**config.mk**
```make
export PLATFORM = sky130hd
export DESIGN_NAME = mental_math_round_ctrl
export DESIGN_NICKNAME = d
export VERILOG_FILES = /design/src/rtl/mental_math_round_ctrl.sv
export SDC_FILE = /design/constraint.sdc
export NUM_CORES = 1
export LEC_CHECK = 0
export ABC_AREA = 1
export BUFFER_PORTS_ARGS = -buffer_cell sky130_fd_sc_hd__buf_2
export CAP_MARGIN = 10
export CORE_UTILIZATION = 45
export DETAILED_ROUTE_END_ITERATION = 10
export GPL_TIMING_DRIVEN = 0
export PLACE_DENSITY = 0.71
export SYNTH_ARGS = -nofsm -noshare
export SYNTH_HDL_FRONTEND = slang
export SYNTH_SLANG_ARGS = --single-unit
```
**constraint.sdc**
```tcl
create_clock -name clk -period 2.6 [get_ports clk]
set_clock_uncertainty 0.05 [all_clocks]
set_input_delay 0.52 -clock clk [delete_from_list [all_inputs] [get_ports clk]]
set_output_delay 0.52 -clock clk [all_outputs]
set_load 0.005 [all_outputs]
```
**src/rtl/mental_math_round_ctrl.sv**
```systemverilog
// -----------------------------------------------------------------------------
// mental_math_round_ctrl
//   Round controller for the binary mental-math game. Each round an 8-bit LFSR
//   supplies two 4-bit operands, a BCD countdown runs on a 1 s game tick, and
//   the player's switch answer is checked against (A+B) mod 16. A BCD score and
//   every digit nibble for the downstream 7-segment decoders are held in
//   registers.
//
//   Ports
//     clk, rst_n              system clock, asynchronous active-low reset
//     start, submit           one-cycle pulses (debounced upstream)
//     sw_answer[3:0]          player's binary answer
//     dig_op_a/dig_op_b       operand nibbles
//     dig_time_tens/_ones     round timer, BCD
//     dig_score_tens/_ones    score, BCD
//     correct_led/wrong_led   result indication, held for RESULT_TICKS ticks
//     game_over               high once all ROUNDS have been played
//
//   state  | meaning
//   IDLE   | after reset, waiting for start
//   LOAD   | one cycle: latch operands, step LFSR, reload timer
//   PLAY   | timer counting down, waiting for submit or timeout
//   RESULT | LEDs show outcome for RESULT_TICKS ticks
//   DONE   | game finished, score held, start begins a new game
// -----------------------------------------------------------------------------
module mental_math_round_ctrl #(
    parameter int          TICK_DIV     = 50_000_000,
    parameter int          TIME_LIMIT   = 10,
    parameter int          ROUNDS       = 10,
    parameter int          RESULT_TICKS = 2,
    parameter logic [7:0]  LFSR_SEED    = 8'hA5
) (
    input  logic       clk,
    input  logic       rst_n,
    input  logic       start,
    input  logic       submit,
    input  logic [3:0] sw_answer,
    output logic [3:0] dig_op_a,
    output logic [3:0] dig_op_b,
    output logic [3:0] dig_time_tens,
    output logic [3:0] dig_time_ones,
    output logic [3:0] dig_score_tens,
    output logic [3:0] dig_score_ones,
    output logic       correct_led,
    output logic       wrong_led,
    output logic       game_over
);

    localparam logic [2:0] S_IDLE   = 3'd0;
    localparam logic [2:0] S_LOAD   = 3'd1;
    localparam logic [2:0] S_PLAY   = 3'd2;
    localparam logic [2:0] S_RESULT = 3'd3;
    localparam logic [2:0] S_DONE   = 3'd4;

    localparam int              DIV_W    = $clog2(TICK_DIV);
    localparam logic [DIV_W-1:0] DIV_LAST = DIV_W'(TICK_DIV - 1);
    localparam int              RT_W     = $clog2(RESULT_TICKS + 1);
    localparam logic [RT_W-1:0]  RT_LOAD  = RT_W'(RESULT_TICKS - 1);
    localparam logic [3:0]      TL_TENS  = 4'(TIME_LIMIT / 10);
    localparam logic [3:0]      TL_ONES  = 4'(TIME_LIMIT % 10);
    localparam logic [3:0]      ROUNDS_C = 4'(ROUNDS);

    logic [2:0]       r_state;
    logic [2:0]       w_next_state;
    logic [7:0]       r_lfsr;
    logic [DIV_W-1:0] r_div;
    logic [RT_W-1:0]  r_rt;
    logic [3:0]       r_round_cnt;
    logic [3:0]       r_op_a, r_op_b;
    logic [3:0]       r_time_tens, r_time_ones;
    logic [3:0]       r_score_tens, r_score_ones;
    logic             r_correct, r_wrong, r_game_over;

    logic             w_tick;
    logic [3:0]       w_sum;
    logic             w_answer_ok;
    logic             w_timer_one;
    logic             w_lfsr_fb;

    assign w_tick      = ((r_state == S_PLAY) || (r_state == S_RESULT)) && (r_div == DIV_LAST);
    assign w_sum       = r_op_a + r_op_b;
    assign w_answer_ok = (sw_answer == w_sum);
    assign w_timer_one = (r_time_tens == 4'd0) && (r_time_ones == 4'd1);
    assign w_lfsr_fb   = r_lfsr[7] ^ r_lfsr[5] ^ r_lfsr[4] ^ r_lfsr[3];

    always_comb begin
        w_next_state = r_state;
        case (r_state)
            S_IDLE:   if (start) w_next_state = S_LOAD;
            S_LOAD:   w_next_state = S_PLAY;
            S_PLAY: begin
                // submit wins over a simultaneous final tick
                if (submit)                     w_next_state = S_RESULT;
                else if (w_tick && w_timer_one) w_next_state = S_RESULT;
            end
            S_RESULT: begin
                if (w_tick && (r_rt == '0))
                    w_next_state = (r_round_cnt == ROUNDS_C) ? S_DONE : S_LOAD;
            end
            S_DONE:   if (start) w_next_state = S_LOAD;
            default:  w_next_state = S_IDLE;
        endcase
    end

    always_ff @(posedge clk or negedge rst_n) begin
        if (!rst_n) begin
            r_state      <= S_IDLE;
            r_lfsr       <= LFSR_SEED;
            r_div        <= '0;
            r_rt         <= '0;
            r_round_cnt  <= 4'd0;
            r_op_a       <= 4'd0;
            r_op_b       <= 4'd0;
            r_time_tens  <= TL_TENS;
            r_time_ones  <= TL_ONES;
            r_score_tens <= 4'd0;
            r_score_ones <= 4'd0;
            r_correct    <= 1'b0;
            r_wrong      <= 1'b0;
            r_game_over  <= 1'b0;
        end else begin
            r_state <= w_next_state;

            // Divider runs only while staying in PLAY/RESULT; any transition
            // (into RESULT, into LOAD, out to DONE) leaves it at zero.
            if (((r_state == S_PLAY) || (r_state == S_RESULT)) && (w_next_state == r_state))
                r_div <= w_tick ? '0 : r_div + DIV_W'(1);
            else
                r_div <= '0;

            case (r_state)
                S_IDLE: begin
                    if (start) begin
                        r_score_tens <= 4'd0;
                        r_score_ones <= 4'd0;
                        r_round_cnt  <= 4'd0;
                    end
                end
                S_LOAD: begin
                    r_op_a      <= r_lfsr[7:4];
                    r_op_b      <= r_lfsr[3:0];
                    r_lfsr      <= {r_lfsr[6:0], w_lfsr_fb};
                    r_time_tens <= TL_TENS;
                    r_time_ones <= TL_ONES;
                end
                S_PLAY: begin
                    if (submit) begin
                        r_round_cnt <= r_round_cnt + 4'd1;
                        r_rt        <= RT_LOAD;
                        if (w_answer_ok) begin
                            r_correct <= 1'b1;
                            if (!((r_score_tens == 4'd9) && (r_score_ones == 4'd9))) begin
                                if (r_score_ones == 4'd9) begin
                                    r_score_ones <= 4'd0;
                                    r_score_tens <= r_score_tens + 4'd1;
                                end else begin
                                    r_score_ones <= r_score_ones + 4'd1;
                                end
                            end
                        end else begin
                            r_wrong <= 1'b1;
                        end
                    end else if (w_tick) begin
                        if (w_timer_one) begin
                            r_time_ones <= 4'd0;
                            r_wrong     <= 1'b1;
                            r_round_cnt <= r_round_cnt + 4'd1;
                            r_rt        <= RT_LOAD;
                        end else if (r_time_ones == 4'd0) begin
                            r_time_ones <= 4'd9;
                            r_time_tens <= r_time_tens - 4'd1;
                        end else begin
                            r_time_ones <= r_time_ones - 4'd1;
                        end
                    end
                end
                S_RESULT: begin
                    if (w_tick) begin
                        if (r_rt == '0) begin
                            r_correct <= 1'b0;
                            r_wrong   <= 1'b0;
                            if (r_round_cnt == ROUNDS_C) r_game_over <= 1'b1;
                        end else begin
                            r_rt <= r_rt - RT_W'(1);
                        end
                    end
                end
                S_DONE: begin
                    if (start) begin
                        r_score_tens <= 4'd0;
                        r_score_ones <= 4'd0;
                        r_round_cnt  <= 4'd0;
                        r_game_over  <= 1'b0;
                    end
                end
                default: ;
            endcase
        end
    end

    assign dig_op_a       = r_op_a;
    assign dig_op_b       = r_op_b;
    assign dig_time_tens  = r_time_tens;
    assign dig_time_ones  = r_time_ones;
    assign dig_score_tens = r_score_tens;
    assign dig_score_ones = r_score_ones;
    assign correct_led    = r_correct;
    assign wrong_led      = r_wrong;
    assign game_over      = r_game_over;

endmodule

```
==> results.toml <==
[grt]
grt_pass1_wl_um = 16300
overflow = 0
grt_use_total_pct = 20.7
met1_usage_pct = 26.8
grt_pass1_vias = 3633
gr-max-usage-layer = "met2"
met3_usage_pct = 3.16
antenna_found_initial = 0
grt_max_degree = 67
grt_use_met2_pct = 34.6

[clocking]
clock_latency_ns = 0.35
cts_setup_buffers = 0
cts_made_buffers = 9
postCtsHoldBufs = 0
cts_buffer_depth = 2
clk_pin_slew_ns = 0.08
cts.sinks = 66
post_cts_resized = 0
cts_tree = "done"
root_buffer = "clkbuf_8"
htreeDepth = 3

[drt]
ant_nets = 0
wire_per_inst_um = 12.7
drcViolationCount = 0
vias_per_cell = 5.11
first_pass_iters = 4
drt_iter0_drc = 205
routed_wl_um = 9260
vias = 3707

[critical_path]
critical_path.most_common_cell = "nand2_1"
crit_family = "simple AND/OR/NAND/NOR gates"
critical_path.cell_chain = "ha_1, inv_1, fa_1, nand2_1, o21a_1, nand3_1, nor2_1, nand3_1, nand2_1, nand2_1, nand2_1, o21ai_0"
critPathRequiredTime_ns = 2.77
crit_type = "reg -> reg"
slowest_stage = "fa_1"
worstPathArrival_ns = 2.50
worst_setup_path_end_kind = "flip-flop"
critical_path.max_stage_delay_ns = 0.43
critPathBufInv = 1
path_max_fanout = 6
crit_path_start_kind = "flip-flop"

[timing]
worst_slack_ns = 0.273
fin_tns_setup_ns = 0
drv_slew = 0
worstMarginPinSlew_ns = 0.855
grt_setup_unrepaired = "false"
hold_violations = 0
period_share_pct = 89.5
final-setup-viol-count = 0
maxSlewHeadroom_pct = 43.0
fmax_mhz = 430
fin_crit_ns = 2.33

[hold_path]
hold_class = "in -> async"

[placed_design]
dp_slack_ns = 0.277
gp_congestion = 0.946
dp_hpwl_um = 6980
portBuffers = 34

[synth]
synthFlopType = "dfrtp_1"
seq_area_frac_synth_pct = 38.7
netlist_area_mm2 = 0.00429
synthDistinctLibCells = 39
synth_area_per_cell_um2 = 7.84
async_flop_share_pct = 100
ys_warn_count = 0
synth_seq_cells = 66
synth_edf_count = 0
syn_inst = 547
syn-num-nets = 569

[final_layout]
finalNetCount = 614
drive_above_1_share_pct = 21.1
final_common_cell = "nand2_1"
antenna_cells = 0
final_cell_mix = "nand2_1, inv_1, dfrtp_1, nor2_1, nand3_1"
syn_to_final_growth_pct = 13.4

[floorplanning]
start_util_pct = 46.4
die-width_um = 99.6
core_region_area_mm2 = 0.00924
io_pins = 35
row_count = 35
die_h_um = 99.6
dieArea_mm2 = 0.00993

[power]
peakVddDrop_v = 0.000419
p_per_area_mw_per_mm2 = 726
leakagePower_nw = 2.26

[run]
cap_violations = 0

[status]
outcome = "completed"
-- metrics by stage --
stage	power, mW	utilization (%)	instance area, um2	std cells	hold WS (ns)
after floorplan	2.19	-	4290	547	0.174
after global placement	2.44	50.0	4620	710	0.409
after detailed placement	2.49	50.0	4620	710	0.414
after CTS	3.57	52.7	4870	726	0.264
after global routing	3.80	52.7	4870	726	0.306
final	3.53	52.7	4870	726	0.234
-- state kept, by name (all words and copies together) (netlist names) --
register and cells:
correct_led 1, dig_op_a 3, dig_op_b 1, dig_score_ones 4, dig_score_tens 4, dig_time_ones 4
dig_time_tens 4, game_over 1, r_div 26, r_lfsr 8, r_round_cnt 4, r_rt 2
r_state 3, wrong_led 1
-- cells by family (layout without fill, tap and decap cells) --
logic type	Yosys count	after routing	synth area share, %
and+or+nand+nor	317	317	37.7
buffers and inverters	79	129	8.37
DFF	66	66	38.7
AOI/OAI and AO/OA	50	50	6.71
xor gates and xnor gates	21	21	4.29
adders and majority gates	14	14	4.26
-- cell usage after synthesis, types with 3 or more instances --
cell / count / area share, %
nor2_2: 3 / 0.44
ha_1: 13 / 3.8
xnor2_1: 7 / 1.4
nand3_1: 45 / 5.3
a21oi_1: 10 / 1.2
buf_4: 4 / 0.70
nor2_1: 46 / 4.0
dfstp_2: 5 / 3.1
nand2_4: 3 / 0.79
nor3_1: 23 / 2.7
nor2_4: 6 / 1.6
nand2_1: 134 / 12
inv_2: 5 / 0.44
nor3_2: 21 / 4.9
nand2_2: 6 / 0.88
inv_1: 61 / 5.3
nand4_1: 12 / 1.8
dfrtp_1: 61 / 36
xor2_1: 14 / 2.9
or2_2: 11 / 1.6
buf_8: 4 / 1.4
clkbuf_1: 3 / 0.26
o21ai_1: 7 / 0.82
o21ai_0: 23 / 2.7
-- cell type report --
cell class              instances  area, um2
clock buffers                  10        128
well taps                     129        161
flip-flops and latches         66       1660
plain buffers                  13        111
inverters                      66        248
clock inverters                 6        115
repair buffers                 34        173
fillers                       907       4370
multi-input cells             402       2270
-- report_power, final --
part | switching [mW] | internal, mW | total (mW)
Clock | 0.424 | 0.641 | 1.06
Sequential | 0.192 | 1.21 | 1.40
Combinational | 0.634 | 0.437 | 1.07
-- routing by layer --
layer  share of wire (%)  up-vias
met5                   0        -
met4                 1.8        0
met3                 3.3       13
met2                  47       69
met1                  48     1766
li1                    -     1859
-- worst paths after layout --
check | start | end | slack (ns) | depth (start not counted)
max | dig_op_a[0] | dig_score_ones[2] | 0.27 | 12
min reg2reg | r_lfsr[2] | r_lfsr[2] | 0.42 | 2
max in group asynchronous | rst_n | dig_op_a[3] | 1.71 | 1
min | rst_n | r_div[22] | 0.23 | 1
min in group clk | r_lfsr[2] | r_lfsr[2] | 0.42 | 2
max reg2reg | dig_op_a[0] | dig_score_ones[2] | 0.27 | 12
Note: power is estimated with default switching activity, not from simulation.
